File: src/rtl/mips_dbg_pkg.sv
`default_nettype none
// ============================================================================
// mips_dbg_pkg : shared debug-unit constants, MEM access sizes, dump FSM states
// Revision     : 1.0
// ============================================================================
package mips_dbg_pkg;

  typedef logic [2:0] bhw_t;

  localparam bhw_t BHW_BYTE  = 3'b000;
  localparam bhw_t BHW_HALF  = 3'b001;
  localparam bhw_t BHW_WORD  = 3'b011;
  localparam bhw_t BHW_BYTEU = 3'b100;
  localparam bhw_t BHW_HALFU = 3'b101;
  localparam bhw_t BHW_WORDU = 3'b111;

  localparam int NB_DUMP_STATE = 3;

  typedef enum logic [NB_DUMP_STATE-1:0] {
    ST_IDLE    = 3'd0,
    ST_REQ     = 3'd1,
    ST_CAPTURE = 3'd2,
    ST_SEND    = 3'd3,
    ST_WAIT_TX = 3'd4,
    ST_DONE    = 3'd5
  } dump_state_e;

  localparam int DUMP_NB_ADDR = 9;

  function automatic int dump_words(input int nb_addr);
    return 2 ** (nb_addr - 2);
  endfunction

  localparam int DUMP_WORDS = dump_words(DUMP_NB_ADDR);

endpackage
`default_nettype wire

File: src/rtl/mem_dump_reader_if.sv
`default_nettype none
// ============================================================================
// mem_dump_reader_if : MEM read port plus UART transmitter byte handshake
// Revision           : 1.0
// ============================================================================
interface mem_dump_reader_if
  import mips_dbg_pkg::*;
#(
  parameter int NB_WIDTH = 32,
  parameter int NB_DATA  = 8
);
  logic [NB_WIDTH-1:0] mem_addr;
  logic                mem_read;
  bhw_t                bhw;
  logic [NB_WIDTH-1:0] read_data;
  logic [NB_DATA-1:0]  tx_data;
  logic                tx_start;
  logic                tx_done;

  modport master (
    output mem_addr, mem_read, bhw, tx_data, tx_start,
    input  read_data, tx_done
  );

  modport slave (
    input  mem_addr, mem_read, bhw, tx_data, tx_start,
    output read_data, tx_done
  );
endinterface
`default_nettype wire

File: src/rtl/mem_dump_reader_serializer.sv
`default_nettype none
// ============================================================================
// word_byte_serializer : holds one word and presents it MSB-first, NB_DATA at a time
// Revision             : 1.0
// ============================================================================
module word_byte_serializer
  import mips_dbg_pkg::*;
#(
  parameter int NB_WIDTH = 32,
  parameter int NB_DATA  = 8
) (
  input  wire logic                i_clk,
  input  wire logic                i_reset,
  input  wire logic                i_load,
  input  wire logic [NB_WIDTH-1:0] i_word,
  input  wire logic                i_shift,
  output logic      [NB_DATA-1:0]  o_byte,
  output logic                     o_last
);
  localparam int c_CHUNKS = NB_WIDTH / NB_DATA;
  localparam int c_CW     = (c_CHUNKS > 1) ? $clog2(c_CHUNKS) : 1;

  logic [NB_WIDTH-1:0] r_shift;
  logic [c_CW-1:0]     r_cnt;

  always_ff @(posedge i_clk) begin
    if (i_reset) begin
      r_shift <= '0;
      r_cnt   <= '0;
    end else if (i_load) begin
      r_shift <= i_word;
      r_cnt   <= '0;
    end else if (i_shift) begin
      r_shift <= r_shift << NB_DATA;
      r_cnt   <= r_cnt + c_CW'(1);
    end
  end

  // The top byte is a register output, so it stays put while the transmitter works.
  assign o_byte = r_shift[NB_WIDTH-1 -: NB_DATA];
  assign o_last = (r_cnt == c_CW'(c_CHUNKS - 1));

endmodule
`default_nettype wire

File: src/rtl/mem_dump_reader.sv
`default_nettype none
// ============================================================================
// mem_dump_reader : walks data memory word by word and streams it to uart_tx
// Revision        : 1.0
// ============================================================================
module mem_dump_reader
  import mips_dbg_pkg::*;
#(
  parameter int NB_WIDTH = 32,
  parameter int NB_ADDR  = 9,
  parameter int NB_DATA  = 8
) (
  input  wire logic          i_clk,
  input  wire logic          i_reset,
  input  wire logic          i_start,
  input  wire logic          i_abort,
  mem_dump_reader_if.master  bus,
  output logic               o_busy,
  output logic               o_done
);
  localparam int NB_IDX = NB_ADDR - 2;
  localparam logic [NB_IDX-1:0] c_LAST_WORD = NB_IDX'(dump_words(NB_ADDR) - 1);

  dump_state_e       r_state;
  logic [NB_IDX-1:0] r_word_idx;
  logic              r_mem_read;
  logic              r_tx_start;
  logic              r_busy;
  logic              r_done;

  logic              w_load;
  logic              w_shift;
  logic              w_last_byte;
  logic [NB_DATA-1:0] w_byte;

  assign w_load  = (r_state == ST_CAPTURE) && !i_abort;
  assign w_shift = (r_state == ST_WAIT_TX) && bus.tx_done && !w_last_byte && !i_abort;

  word_byte_serializer #(
    .NB_WIDTH (NB_WIDTH),
    .NB_DATA  (NB_DATA)
  ) u_ser (
    .i_clk   (i_clk),
    .i_reset (i_reset),
    .i_load  (w_load),
    .i_word  (bus.read_data),
    .i_shift (w_shift),
    .o_byte  (w_byte),
    .o_last  (w_last_byte)
  );

  always_ff @(posedge i_clk) begin
    if (i_reset) begin
      r_state    <= ST_IDLE;
      r_word_idx <= '0;
      r_mem_read <= 1'b0;
      r_tx_start <= 1'b0;
      r_busy     <= 1'b0;
      r_done     <= 1'b0;
    end else begin
      r_tx_start <= 1'b0;
      r_done     <= 1'b0;
      if (i_abort && (r_state != ST_IDLE)) begin
        r_state    <= ST_IDLE;
        r_mem_read <= 1'b0;
        r_busy     <= 1'b0;
      end else begin
        case (r_state)
          ST_IDLE: begin
            if (i_start && !i_abort) begin
              r_word_idx <= '0;
              r_mem_read <= 1'b1;
              r_busy     <= 1'b1;
              r_state    <= ST_REQ;
            end
          end
          ST_REQ:     r_state <= ST_CAPTURE;
          ST_CAPTURE: begin
            r_mem_read <= 1'b0;
            r_tx_start <= 1'b1;
            r_state    <= ST_SEND;
          end
          // A tx_done seen while the start pulse is out belongs to an older byte.
          ST_SEND:    r_state <= ST_WAIT_TX;
          ST_WAIT_TX: begin
            if (bus.tx_done) begin
              if (!w_last_byte) begin
                r_tx_start <= 1'b1;
                r_state    <= ST_SEND;
              end else if (r_word_idx != c_LAST_WORD) begin
                r_word_idx <= r_word_idx + NB_IDX'(1);
                r_mem_read <= 1'b1;
                r_state    <= ST_REQ;
              end else begin
                r_done  <= 1'b1;
                r_state <= ST_DONE;
              end
            end
          end
          ST_DONE: begin
            r_busy  <= 1'b0;
            r_state <= ST_IDLE;
          end
          default: begin
            r_mem_read <= 1'b0;
            r_busy     <= 1'b0;
            r_state    <= ST_IDLE;
          end
        endcase
      end
    end
  end

  assign bus.mem_addr = NB_WIDTH'({r_word_idx, 2'b00});
  assign bus.mem_read = r_mem_read;
  assign bus.bhw      = BHW_WORD;
  assign bus.tx_data  = w_byte;
  assign bus.tx_start = r_tx_start;
  assign o_busy       = r_busy;
  assign o_done       = r_done;

endmodule
`default_nettype wire

File: src/flat_wrapper.sv
// flat-port wrapper written by rule: the top's interface ports become plain ports
module mem_dump_reader_flat import mips_dbg_pkg::*;
#(
  parameter int NB_WIDTH = 32,
  parameter int NB_ADDR  = 9,
  parameter int NB_DATA  = 8
)
  (i_clk, i_reset, i_start, i_abort, o_busy, o_done, bus_mem_addr, bus_mem_read, bus_bhw, bus_tx_data, bus_tx_start, bus_read_data, bus_tx_done);
  mem_dump_reader_if #(.NB_WIDTH(NB_WIDTH), .NB_DATA(NB_DATA)) bus_i ();
  input  wire logic i_clk;
  input  wire logic i_reset;
  input  wire logic i_start;
  input  wire logic i_abort;
  output logic o_busy;
  output logic o_done;
  output wire logic [$bits(bus_i.mem_addr)-1:0] bus_mem_addr;
  output wire logic [$bits(bus_i.mem_read)-1:0] bus_mem_read;
  output wire logic [$bits(bus_i.bhw)-1:0] bus_bhw;
  output wire logic [$bits(bus_i.tx_data)-1:0] bus_tx_data;
  output wire logic [$bits(bus_i.tx_start)-1:0] bus_tx_start;
  input wire logic [$bits(bus_i.read_data)-1:0] bus_read_data;
  input wire logic [$bits(bus_i.tx_done)-1:0] bus_tx_done;
  assign bus_mem_addr = bus_i.mem_addr;
  assign bus_mem_read = bus_i.mem_read;
  assign bus_bhw = bus_i.bhw;
  assign bus_tx_data = bus_i.tx_data;
  assign bus_tx_start = bus_i.tx_start;
  assign bus_i.read_data = bus_read_data;
  assign bus_i.tx_done = bus_tx_done;
  mem_dump_reader #(.NB_WIDTH(NB_WIDTH), .NB_ADDR(NB_ADDR), .NB_DATA(NB_DATA)) u_core (.i_clk(i_clk), .i_reset(i_reset), .i_start(i_start), .i_abort(i_abort), .bus(bus_i), .o_busy(o_busy), .o_done(o_done));
endmodule
File: config.mk
export PLATFORM = sky130hd
export DESIGN_NAME = mem_dump_reader_flat
export DESIGN_NICKNAME = d
export VERILOG_FILES = /design/src/rtl/mips_dbg_pkg.sv /design/src/rtl/mem_dump_reader_if.sv /design/src/rtl/mem_dump_reader_serializer.sv /design/src/rtl/mem_dump_reader.sv /design/src/flat_wrapper.sv
export SDC_FILE = /design/constraint.sdc
export NUM_CORES = 1
export LEC_CHECK = 0
export ABC_AREA = 0
export BUFFER_PORTS_ARGS = -buffer_cell sky130_fd_sc_hd__clkbuf_2
export CORE_UTILIZATION = 48
export DETAILED_ROUTE_END_ITERATION = 8
export PLACE_DENSITY = 0.77
export SLEW_MARGIN = 20
export SYNTH_ARGS = -nofsm -noshare
export SYNTH_HDL_FRONTEND = slang
export SYNTH_SLANG_ARGS = --single-unit
File: constraint.sdc
create_clock -name i_clk -period 3.05 [get_ports i_clk]
set_clock_uncertainty 0.15 [all_clocks]
set_input_delay 0.61 -clock i_clk [delete_from_list [all_inputs] [get_ports i_clk]]
set_output_delay 0.61 -clock i_clk [all_outputs]
set_load 0.01 [all_outputs]
## Word level (Yosys, flattened, before mapping)

Index checks and enable logic that the tools add are counted.

- $add $sub $neg: 2
- Equal/unequal tests: 11
- Mux-type cells: 22
- Bitwise operators: 6
- Reduce and logical (&&, ||, !) cells: 21

Operators by type and width:

| kind | count |
|---|---|
| $mux 32 | 2 |
| $mux 7 | 4 |
| $pmux 3 s5 | 1 |
| $pmux 7 s2 | 1 |
| $mux 3 | 4 |
| $add 7x1->7 const B | 1 |
| $mux 1 | 7 |
| $ne 7x7->1 const B | 1 |
| $eq 3x2->1 const B | 2 |
| $eq 3x3->1 const B | 2 |
| $logic_and 1x1->1 | 6 |
| $not 1->1 | 6 |
| $reduce_and 6->1 | 1 |
| $reduce_and 5->1 | 1 |
| $reduce_or 5->1 | 1 |
| $ne 2x1->1 const B | 2 |
| $ne 2x2->1 const B | 2 |
| $pmux 1 s2 | 2 |
| $reduce_and 2->1 | 2 |
| $reduce_bool 2->1 | 2 |
| $reduce_or 2->1 | 2 |
| $reduce_or 4->1 | 1 |
| $eq 3x1->1 const B | 1 |
| $logic_not 3->1 | 1 |
| 6 further kinds | 7 |

- Flip-flop bits (word level): 48
- Input bits: 37
- Output and inout bits: 47
- Logic and storage cells: 70

## Longest topological paths before layout

Gate-level depths: netlist (run 1).

- Depth after elaboration: 6
- Depth in mapped cells: 8
- Mapped depth without buffers: 5

## Cells and area by module

Synthesis (run 1) repeated with hierarchy kept, for this count alone.

- Cell total of the unflattened synthesis: 289
- Area, all modules: 2,677.6 µm²

Modules (own cells, without submodules):

| module | instances | cells an instance | area each (µm²) | sequential area each (µm²) |
|---|---|---|---|---|
| word_byte_serializer | 1 | 158 | 1,574.0 | 680.7 |
| mem_dump_reader | 1 | 131 | 1,103.6 | 280.3 |

## Least setup slack after synthesis (run 1)

No wires, ideal clock.

- Path type: register -> register
- Start point: reg u_core.r_state[0]
- End point: reg u_core.u_ser.r_shift[14]
- Setup time: 86 ps
- Data arrival time: 1,911 ps
- Path slack: 904 ps
- Cell stages (with the launch flop): 9
- Buffers on the path: 4
- Cells stage by stage: dfxtp_1 > buf_6 > or3b_1 > buf_2 > or3_1 > buf_4 > buf_4 > mux2i_1 > a211oi_1

- Longest elaborated chain between the ends: 5
- Elaborated cells on any way between the ends: 8
- Classes of those cells: eq/ne: 2; mux: 1; reduce/logical: 5

Ends and longest elaborated chain:

| element | RTL line | RTL |
|---|---|---|
| from (decl) | mem_dump_reader.sv:24 | `dump_state_e r_state;` |
| from (signal assigned) | mem_dump_reader.sv:54 | `r_state <= ST_IDLE;` |
| from (signal assigned) | mem_dump_reader.sv:64 | `r_state <= ST_IDLE;` |
| from (signal assigned) | mem_dump_reader.sv:74 | `r_state <= ST_REQ;` |
| $eq 3x3->1 | mem_dump_reader.sv:37 | `assign w_shift = (r_state == ST_WAIT_TX) && bus.tx_done && !w_last_byte && !i_abort;` |
| $logic_and 1x1->1 (3 in a row) | mem_dump_reader.sv:37 |  |
| $reduce_bool 2->1 (no source line) | -- |  |
| to (signal assigned) | mem_dump_reader_serializer.sv:31 | `r_shift <= i_word;` |
| to (signal assigned) | mem_dump_reader_serializer.sv:34 | `r_shift <= r_shift << NB_DATA;` |
| to (decl) | mem_dump_reader_serializer.sv:23 | `logic [NB_WIDTH-1:0] r_shift;` |

Several ways; a longest one is shown, not always the timed one.
A chain may end at the register's enable or synchronous reset.

## Worst setup path after layout (run 1)

- Start point: reg u_core.r_state[2]
- End point: reg u_core.u_ser.r_shift[15]

Same word-level chain as after synthesis.

==> flow_summary.toml, run 1 <==
[floorplan]
start_util_pct = 51.04
die_area_um2 = 5413
ios = 84
core-area_um2 = 4817
die_y_um = 73.57
rows = 25
die_w_um = 73.57

[power_and_ir_drop]
peakVddDrop_uv = 223.5
finalPower_mw = 1.269
pwr-share-comb_pct = 6.6
p_int_mw = 0.9939
clock_power_share_pct = 43.2
p_leak_nw = 1.205
sw_frac_of_total_pct = 21.69
p_sw_mw = 0.2753
p_per_area_nw_per_um2 = 473.4
p_seq_share_pct = 50.3

[routing]
wl_per_cell_um = 11.42
remaining_drc_errors = 0
wl_um = 4648
via_per_inst = 5.096
vias = 2074
drt_iter0_drc = 127
first_pass_iters = 4
drtAntennaViolNets = 0

[place]
place_hpwl_um = 3261
gp_congestion = 0.8775
numPortBuffers = 55

[clock_network]
cts_buffer_depth = 2
htreeDepth = 2
clk_pin_slew_ns = 0.09
cts_hold_buf = 0
clkSinkCount = 48
post_cts_resized = 0
post_cts_buffers = 0
tritoncts = "yes"
clock-root-buffer = "clkbuf_8"
insertion_delay_ns = 0.30
numCtsBuffers = 5

[critical_path]
worstSetupStartpointType = "flop"
crit_arrival_ns = 2.46
worst_setup_path_end_kind = "flop"
reg2regPathDepth = 5
cp.depth = 5
path_class = "reg -> reg"
critPathTopFamily = "simple AND/OR/NAND/NOR gates"
cp_num_buf_inv = 1
slowest_stage = "dfxtp_1"
crit_path_max_fanout = 27
path_cells = "or3b_1 > or3_1 > buf_4 > mux2i_1 > a211oi_1"
critPathMaxStageDelay_ns = 0.58
worst_ep_required_time_ns = 3.10

[logic_synthesis]
synth_edf_count = 0
ys_seq_elements = 48
synthTopCellsByArea = "dfxtp_1 (39%), buf_4 (12%), nor2_1 (9.5%)"
synth-main-ff-cell = "dfxtp_1"
synthDominantCellAreaShare_pct = 39.08
synth_cells = 306
yosys.area.top_type = "dfxtp_1"
async_reset_ff_share_pct = 0
yosysSeqAreaShare_pct = 39.08
yosys_warnings = 0
avgSynthCellArea_um2 = 8.035
synth_cell_type_count = 42
netlist_area_um2 = 2459

[global_route]
busiest_layer = "met2"
grt_pass1_vias = 1766
grt_max_degree = 41
grt.met2_usage_pct = 28.24
overflow = 0
grtUsageMet3_pct = 5.350
grt_first_pass_wirelength_um = 7541
grt_use_total_pct = 17.88
met1_usage_pct = 23.17
antenna_found_initial = 0

[timing]
worstMarginPinSlew_ns = 0.7618
relSlewSlack_pct = 49.22
finalSetupTns_ns = 0
period_share_pct = 78.75
rsz0062_at_grt = "no"
hold_viol = 0
period_minus_slack_ns = 2.402
setup_violations = 0
fmax_ghz = 0.4163
slew_violations = 0

[cells_and_area]
syn2layout_area_growth_pct = 9.058
drive_above_1_share_pct = 20.88
final_common_cell = "nor2_1"
layout.nets = 378
diodes = 0
final_cell_mix = "nor2_1 (62), clkbuf_2 (55), dfxtp_1 (48)"

[hold_path]
worstHoldPathType = "reg -> reg"
holdPathStages = 2

[flow_run]
cap_violations = 0

[outcome]
status = "complete, no violations"
## cells in the mapped netlist (2+ instances only)
library cell,instances
a211oi_1,9
nor4_1,16
ha_1,2
dfxtp_1,48
buf_4,38
buf_6,4
a31oi_1,6
or4_1,4
conb_1,2
or3_1,2
buf_2,3
a211o_1,2
o21ai_0,6
nand2b_1,3
and4_1,2
nand3_1,5
and3_1,2
clkbuf_1,12
mux2i_1,11
nor3_1,6
nor2_1,62
a21oi_1,14
nand2_1,28
## tightest hold or removal path, delay by kind of cell (launching register included)
family,cells,cell delay [ns]
flops,1,0.32
simple gates,1,0.05
compound gates,1,0.05
## power by group through the flow
stage	Clock, mW	Combinational (mW)	Sequential [mW]
after floorplan	0	0.0843	0.652
after global placement	0	0.0825	0.653
after detailed placement	0	0.0831	0.653
after CTS	0.557	0.0835	0.638
after global routing	0.584	0.0950	0.639
final	0.548	0.0833	0.638
## kinds of logic after synthesis
family          after synthesis  synth area share (%)
flops                        48                 39.08
fa+ha+maj                     2                 1.018
compound gates               43                 11.20
other cells                   2                0.3055
simple gates                139                 27.02
mux                          11                 4.479
buf+inv                      59                 16.18
xor+xnor                      2                0.7126
## through the flow
| step | setup WS (ns) | util (%) | std cells | hold slack, ns | area (µm²) |
|---|---|---|---|---|---|
| final | 0.6481 | 55.66 | 407 | 0.3094 | 2681 |
| after floorplan | 0.9035 | - | 332 | 0.2857 | 2556 |
| after detailed placement | 0.6764 | 52.81 | 399 | 0.3011 | 2544 |
| after global routing | 0.4846 | 55.66 | 407 | 0.3239 | 2681 |
| after CTS | 0.6413 | 55.66 | 407 | 0.3133 | 2681 |
| after global placement | 0.7400 | 52.81 | 399 | 0.2930 | 2544 |
## layer usage
metal	wire length, µm	vias up
met5	0	-
met4	29	0
met3	300	2
met2	2175	79
met1	2143	939
li1	-	1054
## layout make-up
cell class	instances	area (µm²)
Timing Repair Buffer	58	297.8
Inverter	1	3.754
Sequential cell	48	960.9
Clock inverter	3	68.82
Multi-Input combinational cell	225	1197
Clock buffer	5	68.82
Fill cell	464	2136
Tap cell	67	83.83
## final timing paths
kind | from | endpoint | slack (ns)
max | u_core.r_state[2]$_SDFFE_PP0P_ | u_core.u_ser.r_shift[15]$_SDFFE_PP0P_ | 0.65
min | u_core.bus.mem_read$_SDFFE_PP0P_ | u_core.bus.mem_read$_SDFFE_PP0P_ | 0.31
max reg2reg | u_core.r_state[2]$_SDFFE_PP0P_ | u_core.u_ser.r_shift[15]$_SDFFE_PP0P_ | 0.65
min reg2reg | u_core.bus.mem_read$_SDFFE_PP0P_ | u_core.bus.mem_read$_SDFFE_PP0P_ | 0.31
## state kept, by name (all words and copies together) (netlist names)
signal and flops:
u_core.u_ser.r_cnt 2, u_core.o_done 1, u_core.bus.mem_read 1, u_core.o_busy 1
u_core.bus.tx_start 1, u_core.r_state 3, u_core.r_word_idx 7, u_core.u_ser.r_shift 32
Note: power is estimated with default switching activity, not from simulation.
==> run 2: changes to the inputs <==
==> constraint.sdc (replaced) <==
create_clock -name i_clk -period 2.3 [get_ports i_clk]
set_clock_uncertainty 0.15 [all_clocks]
set_input_delay 0.46 -clock i_clk [delete_from_list [all_inputs] [get_ports i_clk]]
set_output_delay 0.46 -clock i_clk [all_outputs]
set_load 0.01 [all_outputs]
==> run 2 against run 1 <==
Clock power rose by 33%; critical endpoint is now u_core.r_word_idx[2]$_SDFFE_PP0P_; highest routed layer unchanged; critical path depth did not move; die area did not move; global-route usage rose by 0.91 points; sequential share of layout area fell by 0.80 points; via count rose by 1.3%; combinational power rose by 43%; worst hold slack got worse by 0.090 ns; total power rose by 33%; first-iteration DRC count fell by 14%; routed wire length rose by 6.2%.
==> flow_summary.toml, run 2 (same netlist as run 1, synthesis figures left out) <==
[power_and_ir_drop]
clock_power_share_pct = 43.0
p_int_mw = 1.322
peakVddDrop_uv = 362.9
sw_frac_of_total_pct = 21.87
p_per_area_nw_per_um2 = 616.9
p_sw_mw = 0.3700
pwr-share-comb_pct = 7.1
p_leak_nw = 1.241
p_seq_share_pct = 49.9

[cells_and_area]
drive_above_1_share_pct = 22.48
fillers = 456
utilization_pct = 56.94
syn2layout_area_growth_pct = 11.55
largest_register_ffs = 32
final_common_cell = "nor2_1"
layout.nets = 385
top_register = "u_core.u_ser.r_shift"
diodes = 0
final_cell_mix = "nor2_1 (62), clkbuf_2 (55), dfxtp_1 (48)"
top_regs = "u_core.u_ser.r_shift (32), u_core.r_word_idx (7), u_core.r_state (3)"

[clock_network]
insertion_delay_ns = 0.30
tritoncts = "yes"
clk_pin_slew_ns = 0.09
clock-root-buffer = "clkbuf_8"
post_cts_resized = 0
post_cts_buffers = 0
clkSinkCount = 48
numCtsBuffers = 5
cts_hold_buf = 0
htreeDepth = 2
cts_buffer_depth = 2

[critical_path]
rrSetupSlack_ns = 0.15
r2r-start = "u_core.r_state[1]$_SDFFE_PP0P_"
crit_arrival_ns = 2.23
r2r_end = "u_core.r_word_idx[2]$_SDFFE_PP0P_"
worst_setup_path_end_kind = "flop"
reg2regPathDepth = 5
worst_ep_required_time_ns = 2.38
path_class = "reg -> reg"
worstSetupStartpointType = "flop"
crit_path_max_fanout = 10

[routing]
via_per_inst = 5.072
first_pass_iters = 4
drtAntennaViolNets = 0
wl_um = 4934
vias = 2100
wl_per_cell_um = 11.92
drt_iter0_drc = 109
remaining_drc_errors = 0

[floorplan]
start_util_pct = 51.04
die_y_um = 73.57
die_w_um = 73.57
ios = 84
rows = 25
die_area_um2 = 5413
core-area_um2 = 4817

[place]
gp_congestion = 0.8564
place_ws_ns = 0.05899
numPortBuffers = 55
place_hpwl_um = 3498

[timing]
worstMarginPinSlew_ns = 0.6430
hold_viol = 0
finalSetupTns_ns = 0
rsz0062_at_grt = "no"
setup_violations = 0
slew_violations = 0
whs_ns = 0.2189
relSlewSlack_pct = 57.13
setup_ws_ns = 0.1458
fmax_ghz = 0.4642
period_minus_slack_ns = 2.154
period_share_pct = 93.66

[hold_path]
min_to = "u_core.u_ser.r_shift[5]$_SDFFE_PP0P_"
worstHoldPathType = "in -> reg"
worstHoldStart = "bus_read_data[5]"
holdPathStages = 3

[flow_run]
cap_violations = 0

[global_route]
grt_first_pass_wirelength_um = 7886
antenna_found_initial = 0
grt_pass1_vias = 1776
overflow = 0
grt_use_total_pct = 18.79
grt_max_degree = 41

[outcome]
status = "complete, no violations"
## run 2: changes by cell type in the layout (fill, tap and decap cells not counted), sizes merged
cell,delta
buf,+7
## run 2: power by group through the flow
stage | sequential (mW) | combinational (mW) | clock [mW]
after detailed placement | 0.864 | 0.118 | 0
after floorplan | 0.864 | 0.112 | 0
after global routing | 0.846 | 0.134 | 0.769
after global placement | 0.864 | 0.116 | 0
after CTS | 0.845 | 0.118 | 0.742
final | 0.845 | 0.119 | 0.727
## run 2: layout make-up
cell class | instances | area [µm²] | share of cell area (%)
Inverter | 1 | 3.754 | 0.1369
Clock inverter | 3 | 68.82 | 2.509
Clock buffer | 5 | 68.82 | 2.509
Multi-Input combinational cell | 225 | 1206 | 43.98
Sequential cell | 48 | 960.9 | 35.04
Timing Repair Buffer | 65 | 350.3 | 12.77
Tap cell | 67 | 83.83 | 3.057
## run 2: worst max path at each step
stage / from / endpoint / cells after the start / slack (ns)
2_1_floorplan: u_core.r_state[0]$_SDFFE_PP0P_ / u_core.u_ser.r_shift[14]$_SDFFE_PP0P_ / 8 / 0.15
6_report: u_core.r_state[1]$_SDFFE_PP0P_ / u_core.r_word_idx[2]$_SDFFE_PP0P_ / 5 / 0.15
3_3_place_gp: u_core.r_state[1]$_SDFFE_PP0P_ / u_core.u_ser.r_shift[23]$_SDFFE_PP0P_ / 4 / 0.19
3_5_place_dp: u_core.r_state[1]$_SDFFE_PP0P_ / u_core.u_ser.r_shift[24]$_SDFFE_PP0P_ / 4 / 0.06
5_1_grt: u_core.r_state[1]$_SDFFE_PP0P_ / u_core.r_word_idx[2]$_SDFFE_PP0P_ / 5 / 0.08
4_1_cts: u_core.r_state[1]$_SDFFE_PP0P_ / u_core.u_ser.r_shift[24]$_SDFFE_PP0P_ / 4 / 0.03
## run 2: worst max-delay path, cell delays in order (launching register included)
cell and delay (ns):
dfxtp_1 0.35, buf_4 0.16, or2_1 0.29, or3_4 0.45, or4_1 0.49, a31oi_1 0.19
## run 2: through the flow
stage / instance area, µm² / std cells / total power, mW
2_1_floorplan: 2556 / 332 / 0.9762
3_3_place_gp: 2596 / 406 / 0.9803
3_5_place_dp: 2596 / 406 / 0.9821
4_1_cts: 2734 / 414 / 1.706
5_1_grt: 2743 / 414 / 1.749
6_report: 2743 / 414 / 1.692
## run 2: per-layer routing
metal | vias to the layer above | global-route usage, % | share of wire, %
met3 | 7 | 3.978 | 4.7
met5 | - | 0 | 0
met1 | 952 | 25.09 | 48
met2 | 69 | 30.07 | 46
li1 | 1072 | - | -
met4 | 0 | 6.410 | 1.3
